File: src/rtl/cpu_sel_pkg.sv
// Shared definitions for the CPU datapath select stages.
//   sel_mode_e : how a select stage chooses its source channel
//   DEF_NUM_CH : default number of input channels
//   DEF_DATA_W : default per-channel data width
package cpu_sel_pkg;

  typedef enum logic {
    SEL_DIRECT = 1'b0,  // fn_sel names the channel
    SEL_RR     = 1'b1   // round-robin among valid channels
  } sel_mode_e;

  localparam int DEF_NUM_CH = 4;
  localparam int DEF_DATA_W = 4;

endpackage

File: src/rtl/rr_arbiter.sv
// Combinational round-robin arbiter.
// Ports:
//   req     : per-channel request
//   ptr     : index of the last granted channel; the search begins at ptr+1
//   gnt     : one-hot grant, zero when nothing requests
//   gnt_idx : index of the granted channel (0 when no grant)
//   any_gnt : a grant was issued
module rr_arbiter import cpu_sel_pkg::*; #(
  parameter int  NUM_CH = DEF_NUM_CH,
  localparam int SEL_W  = $clog2(NUM_CH)
) (
  input  logic [NUM_CH-1:0] req,
  input  logic [SEL_W-1:0]  ptr,
  output logic [NUM_CH-1:0] gnt,
  output logic [SEL_W-1:0]  gnt_idx,
  output logic              any_gnt
);

  // Walk offsets 1..NUM_CH from ptr; offset NUM_CH revisits ptr itself, so the
  // last winner is considered only when nobody else requests. The inner loop
  // keeps every bit select constant, which also handles non power-of-2 counts.
  always_comb begin
    gnt     = '0;
    gnt_idx = '0;
    any_gnt = 1'b0;
    for (int k = 1; k <= NUM_CH; k++) begin
      for (int i = 0; i < NUM_CH; i++) begin
        if (!any_gnt && req[i] && (i == ((int'(ptr) + k) % NUM_CH))) begin
          gnt[i]  = 1'b1;
          gnt_idx = SEL_W'(i);
          any_gnt = 1'b1;
        end
      end
    end
  end

endmodule

File: src/rtl/rr_arb_mux.sv
// Registered N-channel select stage: direct select (mode 0) or round-robin
// arbitration (mode 1), feeding a single output slot.
// Ports:
//   clk, rst_n : clock, asynchronous active-low reset
//   mode       : 0 = direct select via fn_sel, 1 = round-robin
//   fn_sel     : channel index used in direct mode
//   in_data    : packed channel data, channel i at [i*DATA_W +: DATA_W]
//   in_valid   : per-channel valid
//   in_ready   : per-channel ready, one-hot or zero
//   out_data   : registered data of the accepted beat
//   out_ch     : channel that produced out_data
//   out_valid  : output slot holds a beat
//   out_ready  : consumer takes the beat
//
// Handshake: a transfer happens on a rising edge where valid and ready are
// both high. Sources keep data/valid stable until they see their ready; the
// output slot keeps out_data/out_ch/out_valid stable while out_ready is low.
module rr_arb_mux import cpu_sel_pkg::*; #(
  parameter int  NUM_CH = DEF_NUM_CH,
  parameter int  DATA_W = DEF_DATA_W,
  localparam int SEL_W  = $clog2(NUM_CH)
) (
  input  logic                     clk,
  input  logic                     rst_n,
  input  logic                     mode,
  input  logic [SEL_W-1:0]         fn_sel,
  input  logic [NUM_CH*DATA_W-1:0] in_data,
  input  logic [NUM_CH-1:0]        in_valid,
  output logic [NUM_CH-1:0]        in_ready,
  output logic [DATA_W-1:0]        out_data,
  output logic [SEL_W-1:0]         out_ch,
  output logic                     out_valid,
  input  logic                     out_ready
);

  logic [SEL_W-1:0]  rr_ptr;
  logic [NUM_CH-1:0] rr_gnt;
  logic [SEL_W-1:0]  rr_idx;
  logic              rr_any;

  logic              rr_mode;
  logic              load_en;
  logic [NUM_CH-1:0] gnt;
  logic [SEL_W-1:0]  gnt_idx;
  logic              any_gnt;
  logic [DATA_W-1:0] gnt_data;

  rr_arbiter #(.NUM_CH(NUM_CH)) u_arb (
    .req     (in_valid),
    .ptr     (rr_ptr),
    .gnt     (rr_gnt),
    .gnt_idx (rr_idx),
    .any_gnt (rr_any)
  );

  assign rr_mode = (sel_mode_e'(mode) == SEL_RR);

  // The slot can take a new beat when empty or when its beat leaves this cycle.
  assign load_en = !out_valid || out_ready;

  // Grant selection. In direct mode an fn_sel beyond the last channel simply
  // matches no channel, so it yields no grant.
  always_comb begin
    gnt     = '0;
    gnt_idx = '0;
    any_gnt = 1'b0;
    if (rr_mode) begin
      gnt     = rr_gnt;
      gnt_idx = rr_idx;
      any_gnt = rr_any;
    end else begin
      for (int i = 0; i < NUM_CH; i++) begin
        if ((SEL_W'(i) == fn_sel) && in_valid[i]) begin
          gnt[i]  = 1'b1;
          gnt_idx = fn_sel;
          any_gnt = 1'b1;
        end
      end
    end
  end

  always_comb begin
    gnt_data = '0;
    for (int i = 0; i < NUM_CH; i++) begin
      if (gnt[i]) gnt_data = in_data[i*DATA_W +: DATA_W];
    end
  end

  // Ready is held off while reset is asserted even though the empty slot
  // would otherwise advertise load_en.
  assign in_ready = (rst_n && load_en) ? gnt : '0;

  always_ff @(posedge clk or negedge rst_n) begin
    if (!rst_n) begin
      out_valid <= 1'b0;
      out_data  <= '0;
      out_ch    <= '0;
      rr_ptr    <= SEL_W'(NUM_CH - 1);
    end else if (load_en) begin
      if (any_gnt) begin
        out_valid <= 1'b1;
        out_data  <= gnt_data;
        out_ch    <= gnt_idx;
        // Direct-mode grants leave the pointer alone so round-robin fairness
        // picks up where it left off.
        if (rr_mode) rr_ptr <= gnt_idx;
      end else begin
        out_valid <= 1'b0;
      end
    end
  end

endmodule
File: config.mk
export PLATFORM = sky130hd
export DESIGN_NAME = rr_arb_mux
export DESIGN_NICKNAME = d
export VERILOG_FILES = /design/src/rtl/cpu_sel_pkg.sv /design/src/rtl/rr_arbiter.sv /design/src/rtl/rr_arb_mux.sv
export SDC_FILE = /design/constraint.sdc
export NUM_CORES = 1
export LEC_CHECK = 0
export BUFFER_PORTS_ARGS = -buffer_cell sky130_fd_sc_hd__buf_2
export CAP_MARGIN = 20
export CELL_PAD_IN_SITES_DETAIL_PLACEMENT = 0
export CELL_PAD_IN_SITES_GLOBAL_PLACEMENT = 1
export CORE_ASPECT_RATIO = 0.9
export CORE_MARGIN = 2
export CORE_UTILIZATION = 36
export CTS_CLUSTER_SIZE = 12
export DETAILED_ROUTE_END_ITERATION = 8
export PLACE_DENSITY = 0.85
export SETUP_SLACK_MARGIN = 0.05
export SLEW_MARGIN = 20
export SYNTH_ARGS = -nofsm -noshare
export SYNTH_HDL_FRONTEND = slang
export SYNTH_SLANG_ARGS = --single-unit
File: constraint.sdc
create_clock -name clk -period 3.4 [get_ports clk]
set_input_delay 0.68 -clock clk [delete_from_list [all_inputs] [get_ports clk]]
set_output_delay 0.68 -clock clk [all_outputs]
set_load 0.05 [all_outputs]
======== Word-level counts from Yosys, hierarchy flattened ========
Cells that the tools add are included.
operators by class
  equality and inequality tests ........... 15
  reductions and logical operators ........ 64
  muxes and demuxes ....................... 66
  bitwise logic cells ..................... 4
  add/sub/neg operators ................... 4
operator list
  operator                                                        number
  32-bit logical NOT                                              4
  1-bit 2-to-1 mux                                                41
  2-bit 2-to-1 mux                                                19
  1-bit logical AND                                               36
  3-bit == test, first input constant                             8
  4-bit 2-to-1 mux                                                6
  1-bit logical NOT                                               16
  2-bit by 3-bit == test with 1-bit output, first input constant  4
  2-bit OR reduction                                              4
  2-bit by 1-bit adder with 2-bit output, second input constant   2
  2-bit adder, second input constant                              2
  1-bit AND, first input constant                                 4
  2-bit == test, first input constant                             2
  3-bit AND reduction                                             1
  1-bit by 2-bit == test with 1-bit output, first input constant  1
  2-bit logical NOT                                               1
  2-bit AND reduction                                             1
  1-bit logical OR                                                1
storage, ports and cells
  register bits after elaboration ......... 9
  output and inout bits ................... 11
  word-level logic and storage cells ...... 157
  input port bits ......................... 26

======== Depth between registers and ports, before layout ========
Gate-level depths: netlist (run 1).
  depth in word-level cells ............... 71
  mapped depth ............................ 7
  gate-level depth less buffers ........... 5

======== By module ========
A second synthesis (run 1) with hierarchy kept.
unflattened totals
  cell total of the unflattened synthesis .. 90
  area total of the unflattened synthesis .. 778.2 µm²
modules (own cells, without submodules)
  module      area an instance (µm²)  cells an instance  sequential area each (µm²)  times used
  rr_arb_mux  626.9                   66                 227.7                       1
  rr_arbiter  151.4                   24                 0.0                         1

======== Worst setup path before layout (run 1) ========
OpenSTA, ideal clock, no wires.
  path type ............................... input to output
  from .................................... input in_valid[3]
  to ...................................... output in_ready[2]
  buffers on the path ..................... 1
  required time ........................... 2.720 ns
  cell stages on the path ................. 5
  path slack .............................. 0.582 ns
  arrival time ............................ 2.138 ns
  cell sequence ........................... clkbuf_1 -> a21oi_1 -> o211ai_1 -> mux2i_1 -> nor2b_1
on the way
  word-level cells in the longest chain between the ends .. 49
  elaborated cells on any way between the ends .. 51
  those cells by class .................... mux (16); reduce/logical (35)
ends and longest elaborated chain
  item                            RTL line          RTL
  start, declared                 rr_arb_mux.sv:28  input logic [NUM_CH-1:0] in_valid,
  1-bit logical AND (2 in a row)  rr_arbiter.sv:28  if (!any_gnt && req[i] && (i == ((int'(ptr) + k) % NUM_CH))) begin
  1-bit 2-to-1 mux                rr_arbiter.sv:28
  1-bit logical NOT               rr_arbiter.sv:28
  1-bit logical AND (2 in a row)  rr_arbiter.sv:28
  1-bit 2-to-1 mux                rr_arbiter.sv:28
  1-bit logical NOT               rr_arbiter.sv:28
  1-bit logical AND (2 in a row)  rr_arbiter.sv:28
  1-bit 2-to-1 mux                rr_arbiter.sv:28
  [... 28 more ...]               --
  1-bit logical NOT               rr_arbiter.sv:28
  1-bit logical AND (2 in a row)  rr_arbiter.sv:28
  1-bit 2-to-1 mux                rr_arbiter.sv:28
  1-bit logical NOT               rr_arbiter.sv:28
  1-bit logical AND (2 in a row)  rr_arbiter.sv:28
  1-bit 2-to-1 mux *              rr_arbiter.sv:28
  4-bit 2-to-1 mux *              rr_arb_mux.sv:67  if (rr_mode) begin
  4-bit 2-to-1 mux *              rr_arb_mux.sv:91  assign in_ready = (rst_n && load_en) ? gnt : '0;
  end, declared                   rr_arb_mux.sv:29  output logic [NUM_CH-1:0] in_ready,
Every way passes the cells marked *; elsewhere a longest branch is shown, timed or not.

======== Worst setup path in the final report (run 1) ========
  from .................................... input mode
  to ...................................... output in_ready[0]
on the way
  word-level cells in the longest chain between the ends .. 2
ends and longest elaborated chain
  item              RTL line          RTL
  start, declared   rr_arb_mux.sv:25  input logic mode,
  4-bit 2-to-1 mux  rr_arb_mux.sv:67
  4-bit 2-to-1 mux  rr_arb_mux.sv:91
No other way between the ends.

==> metrics.md, run 1 <==
| Metric | Value |
|---|---|
| Pwr/cell area | 511 nW/um^2 |
| Synthesis Warnings | 0 |
| CTS tree | yes |
| Tmin final | 2780 ps |
| N_diodes | 0 |
| Post_cts resized | 0 |
| Pre-antenna DRT Iters | 4 |
| Final layout net count | 153 |
| Die Span Y | 50.1 um |
| Share of the clock period used by the worst path | 81.9% |
| Gate Count Post-Synth | 93 |
| Vias in the first global route | 763 |
| Max H-tree Level | 1 |
| Slowest CP cell | o32ai_1 |
| CTS sink cnt | 9 |
| Setup crit end kind | output pin |
| Syn avg cell area | 9.12 um^2 |
| Status | finished clean |
| CP max stage delay | 710 ps |
| RSZ-0062 raised after global routing | no |
| Crit-path cells | buf_2 -> o32ai_1 -> nand2_1 -> nor2_1 -> buf_2 |
| Setup TNS | 0 ps |
| Wirelength per Cell | 15.0 um |
| Largest fanout on the critical path | 16 |
| Die Area | 2760 um^2 |
| DRC Markers | 0 |
| Max Cap Viol | 0 |
| Setup Viol. Count Final | 0 |
| Area growth syn-to-layout | 23.3% |
| # port buffers | 36 |
| Clock root buffer | clkbuf_4 |
| Library cells used by synthesis | 35 |
| DR vias/cell | 5.86 |
| Measured slew at the worst slew-check pin | 749 ps |
| Synthesis-stage register bit count | 9 |
| Final Hold Viols | 0 |
| Seq/Total Area, Yosys | 26.8% |
| Tot Pwr | 0.534 mW |
| Number of core rows | 16 |
| Worst Setup Start Kind | primary input |
| Initial antenna violation count | 0 |
| Worst min path class | in -> async |
| Die width | 55.2 um |
| Lkg Pwr | 0.445 nW |
| Post-DRT Antenna Nets | 0 |
| Most frequent CP cell | buf_2 |
| I/O pin count | 37 |
| Peak supply drop | 365 uV |
| Pin count of the biggest net entering global routing | 17 |
| Slew Viols, Final | 0 |
| Worst Path Arrival | 2100 ps |
| Starting DRC count in detailed routing | 40 |
| Fmax | 359 MHz |
| Post-CTS repair timing setup buffer count | 0 |
| GRT Util Overall | 17.9% |
| WS Path Type | in -> out |
| Clock Latency Late Sink | 270 ps |
| Core Region | 2200 um^2 |
| Layout cells sized above 1 | 46.0% |
| Slew headroom | 49.9% |
| Synthesized net count | 119 |
| Reg2Reg Setup Slack | 1640 ps |
| Worst EP required | 2720 ps |
| Hold-fix buffers, CTS | 0 |
| Final wirelength | 2290 um |
| Num CTS Buffers | 3 |
| Initial Utilization | 38.5% |
| Mapped cell area | 848 um^2 |
| CTS Buffer Depth | 2 |
| Clock transition at path regs | 70 ps |
| Detailed-route via count | 896 |
| Post-DP HPWL | 1810 um |
| Global-route wire length before repair | 3590 um |
| GR Overflow Total | 0 |
| Hold WS | 256 ps |
| Final GP Congestion | 0.828 |
| Post-route clock skew | 1.70 ps |
[path summary, 6_finish.rpt]
check	from	end	cells past startpoint
setup / recovery	mode	in_ready[0]	5
hold / removal	rst_n	out_data[0]$_DFFE_PN0P_	1
setup reg to reg	rr_ptr[1]$_DFFE_PN1P_	out_data[0]$_DFFE_PN0P_	5
max in group asynchronous	rst_n	rr_ptr[1]$_DFFE_PN1P_	1
hold reg to reg	out_ch[0]$_DFFE_PN0P_	out_ch[0]$_DFFE_PN0P_	1
min in group clk	out_ch[0]$_DFFE_PN0P_	out_ch[0]$_DFFE_PN0P_	1
[placed cells by master, fill, tap and decap left out, drive strengths merged, types with 3 or more instances in the layout]
master,count
clkbuf,3
a211oi,8
a21oi,6
dfrtp,7
a32oi,4
inv,3
o21ai,4
mux2,6
nand2,5
nand2b,4
nor2,9
a31oi,3
nor3,4
buf,36
[worst max-delay path, delay by kind of cell]
family,cells,cell delay [ps]
AO/OA/AOI/OAI,1,710
buffers and inverters,2,480
AND/OR/NAND/NOR,2,230
[synth_stat cells]
library cell / count / area share (%)
nand4_1: 1 / 0.74
nor2_1: 9 / 4.0
a211oi_2: 8 / 12
o211ai_1: 1 / 0.89
nor2b_1: 2 / 1.5
nor4bb_1: 1 / 1.2
o21ai_1: 2 / 1.2
a41oi_1: 1 / 1.0
mux2_1: 2 / 2.7
or4_4: 1 / 1.3
nor3_1: 4 / 2.4
clkbuf_1: 3 / 1.3
mux2_2: 4 / 5.3
buf_6: 2 / 2.7
nand2b_1: 4 / 2.9
o32ai_1: 2 / 2.1
buf_2: 2 / 1.2
a21oi_1: 6 / 3.5
nand3b_1: 2 / 1.8
mux2i_4: 1 / 2.7
a31o_2: 1 / 1.0
dfrtp_1: 7 / 21
inv_1: 3 / 1.3
or2_1: 2 / 1.5
a31oi_1: 3 / 2.2
nand3_1: 1 / 0.59
o21ai_0: 2 / 1.2
a32oi_1: 4 / 4.1
mux4_2: 1 / 2.7
o2bb2ai_1: 1 / 1.0
o21ba_1: 1 / 1.2
nand2_1: 5 / 2.2
mux2i_1: 1 / 1.2
a22oi_1: 1 / 0.89
dfstp_2: 2 / 6.2
[layout make-up]
cell class	count	area (um^2)
fill	229	1160
multi-input combinational	74	566
inverter	3	11.3
tap	27	33.8
timing repair buffer	36	180
sequential	9	228
clock buffer	3	22.5
clock inverter	1	5.00
[power by group]
part,internal [mW],leakage [nW],switching (mW)
clock network,0.0437,0.0177,0.0448
logic,0.0952,0.326,0.184
registers,0.141,0.101,0.0254
total,0.280,0.445,0.255
[routing by layer]
layer | up-vias | wire length, um | global-route usage (%)
met5 | - | 0 | 0
met4 | 0 | 27 | 4.88
met3 | 4 | 100 | 3.64
met2 | 26 | 1160 | 26.6
met1 | 442 | 1010 | 26.0
li1 | 424 | - | -
[metrics by stage]
step | instances | setup WS [ps] | instance area, um^2 | util (%)
final | 153 | 616 | 1050 | 47.5
after global routing | 153 | 560 | 1050 | 47.5
after CTS | 153 | 673 | 1050 | 47.5
after detailed placement | 149 | 673 | 1020 | 46.3
after global placement | 149 | 679 | 1020 | 46.3
after floorplan | 93 | 582 | 848 | -
[state kept, by name, indices dropped and copies added (netlist names)]
name and cells:
out_ch 2, out_data 4, out_valid 1, rr_ptr 2
[kinds of logic after synthesis]
group | count (synthesis) | synth area share, %
AO/OA/AOI/OAI | 33 | 32.2
AND/OR/NAND/NOR | 32 | 20.1
buffers and inverters | 10 | 6.49
multiplexers | 9 | 14.5
flip-flops | 9 | 26.8
(Power assumes the default switching activity.)
==> run 2, diff against run 1 <==
- CORE_UTILIZATION: 36 -> 33
- PLACE_DENSITY: 0.85 -> 0.79
- clock period: 3.4 -> 2.6 ns (I/O delays scaled with it)
==> run 2 against run 1 <==
Compared with the run above: combinational power is 31% higher; final cell count rose by 1.3%; total power grew 29%; highest routed layer is now met3; sequential share of layout area decreased by 0.16 points; global-route usage fell by 2.4 points; non-clock buffer count is 1 higher; register-to-register slack worse by 830 ps; clock-buffer cell count rose by 1; largest power group unchanged.
==> metrics.md, run 2 (synthesis results as in run 1) <==
| Metric | Value |
|---|---|
| Top reg by flops | out_data |
| Max H-tree Level | 1 |
| Clock root buffer | clkbuf_4 |
| Status | finished clean |
| RSZ-0062 raised after global routing | no |
| Layout cells sized above 1 | 45.7% |
| Crit path max-delay family | flip-flops |
| CP Buf/Inv Count | 1 |
| DRC Markers | 0 |
| Final GP Congestion | 0.816 |
| Most common cell after layout, fill and taps aside | buf_2 |
| Final Core Density | 43.1% |
| Dpl cells | 151 |
| Post-DP HPWL | 1740 um |
| Setup Viol. Count Final | 0 |
| Starting DRC count in detailed routing | 17 |
| Pin count of the biggest net entering global routing | 17 |
| Worst min path class | in -> async |
| Fin area | 1050 um^2 |
| Clock power frac | 15.0% |
| Hold-fix buffers, CTS | 0 |
| Number of core rows | 17 |
| Comb pwr share | 53.5% |
| Slew headroom | 58.7% |
| N_diodes | 0 |
| Global-route wire length before repair | 3610 um |
| CTS tree | yes |
| DR vias/cell | 5.43 |
| Final layout net count | 154 |
| Top Registers | out_data (4), out_ch (2), rr_ptr (2) |
| Num CTS Buffers | 3 |
| Clock transition at path regs | 60 ps |
| Share of the clock period used by the worst path | 91.0% |
| Fmax | 423 MHz |
| Core Region | 2450 um^2 |
| CTS sink cnt | 9 |
| Setup crit end kind | output pin |
| GR Overflow Total | 0 |
| Wirelength per Cell | 13.9 um |
| Clock Latency Late Sink | 250 ps |
| Pre-CTS WS | 267 ps |
| Area growth syn-to-layout | 24.2% |
| Post-DRT Antenna Nets | 0 |
| Hold WS | 106 ps |
| Die width | 57.4 um |
| Post-CTS repair timing setup buffer count | 0 |
| CP max stage delay | 600 ps |
| Post_cts resized | 0 |
| Initial Utilization | 34.7% |
| Part of the power in registers | 31.5% |
| I/O pin count | 37 |
| Commonest non-fill, non-tap cells in the layout | buf_2 (36), nor2_1 (9), a211oi_2 (8), dfrtp_1 (7), a21oi_1 (6) |
| Worst Path Arrival | 1850 ps |
| Number of flip-flops in the largest register | 4 |
| Tot Pwr | 0.689 mW |
| Setup TNS | 0 ps |
| Pwr/cell area | 654 nW/um^2 |
| Crit-path cells | nand2b_1 -> a21oi_1 -> o32ai_1 -> nand2_1 -> nor2_1 -> buf_2 |
| Post-route clock skew | 3.76 ps |
| # port buffers | 36 |
| Fill count | 257 |
| WS Path Type | reg -> out |
| Switching power | 0.318 mW |
| Slowest CP cell | dfstp_2 |
| Die Span Y | 52.1 um |
| CTS Buffer Depth | 2 |
| Worst Setup Start Kind | register |
| Peak supply drop | 397 uV |
| Lkg Pwr | 0.447 nW |
| Final Hold Viols | 0 |
| Placed Area | 1030 um^2 |
| Fin worst setup slack | 235 ps |
| Pre-antenna DRT Iters | 4 |
| Worst EP required | 2080 ps |
| Fin cells | 155 |
| Final wirelength | 2160 um |
| Slew Viols, Final | 0 |
| Tmin final | 2370 ps |
| GRT Util Overall | 15.5% |
| Die Area | 2990 um^2 |
| Measured slew at the worst slew-check pin | 618 ps |
| Initial antenna violation count | 0 |
| Vias in the first global route | 805 |
| Switching share of power | 46.3% |
| Detailed-route via count | 841 |
| Cell-internal power | 0.370 mW |
| Largest fanout on the critical path | 9 |
| Max Cap Viol | 0 |
## run 2: cell count changes in the layout (fill, tap and decap cells not counted)
| cell | before | now |
|---|---|---|
| buf_4 | 0 | 1 |
| clkbuf_1 | 0 | 1 |
| clkinv_2 | 1 | 0 |
## run 2: path summary, 6_finish.rpt
check / slack (ps) / depth (start not counted) / to / startpoint
worst max-delay path: 230 / 6 / in_ready[0] / rr_ptr[1]$_DFFE_PN1P_
worst min-delay path: 110 / 1 / out_data[2]$_DFFE_PN0P_ / rst_n
worst max register to register: 810 / 5 / out_data[2]$_DFFE_PN0P_ / rr_ptr[1]$_DFFE_PN1P_
worst min register to register: 490 / 1 / out_ch[0]$_DFFE_PN0P_ / out_ch[0]$_DFFE_PN0P_
max in group asynchronous: 2240 / 1 / rr_ptr[1]$_DFFE_PN1P_ / rst_n
min in group clk: 490 / 1 / out_ch[0]$_DFFE_PN0P_ / out_ch[0]$_DFFE_PN0P_
## run 2: metal layers
| metal | track usage, % | wire length [um] | up-vias |
|---|---|---|---|
| met3 | 1.74 | 72 | 0 |
| met4 | 4.65 | 0 | 0 |
| met2 | 25.9 | 1050 | 16 |
| met5 | 0 | 0 | - |
| li1 | - | - | 428 |
| met1 | 21.1 | 1040 | 397 |
## run 2: area by class of cell
class | count | area [um^2] | area share (%)
multi-input cells | 74 | 566 | 53.7
inverters | 3 | 11.3 | 1.07
repair buffers | 37 | 188 | 17.8
flip-flops and latches | 9 | 228 | 21.6
well taps | 28 | 35.0 | 3.33
clock buffers | 4 | 26.3 | 2.49
## run 2: power groups by stage
stage / Combinational [mW] / Sequential [mW] / Clock (mW)
2_1_floorplan: 0.181 / 0.313 / 0
3_3_place_gp: 0.368 / 0.217 / 0
3_5_place_dp: 0.369 / 0.219 / 0
4_1_cts: 0.370 / 0.218 / 0.107
5_1_grt: 0.399 / 0.224 / 0.115
6_report: 0.368 / 0.217 / 0.103
## run 2: worst reg2reg max path: cells and delay by family, from the launching register on
kind / cells / cell delay [ps]
compound gates: 4 / 860
flops: 1 / 600
simple gates: 1 / 210
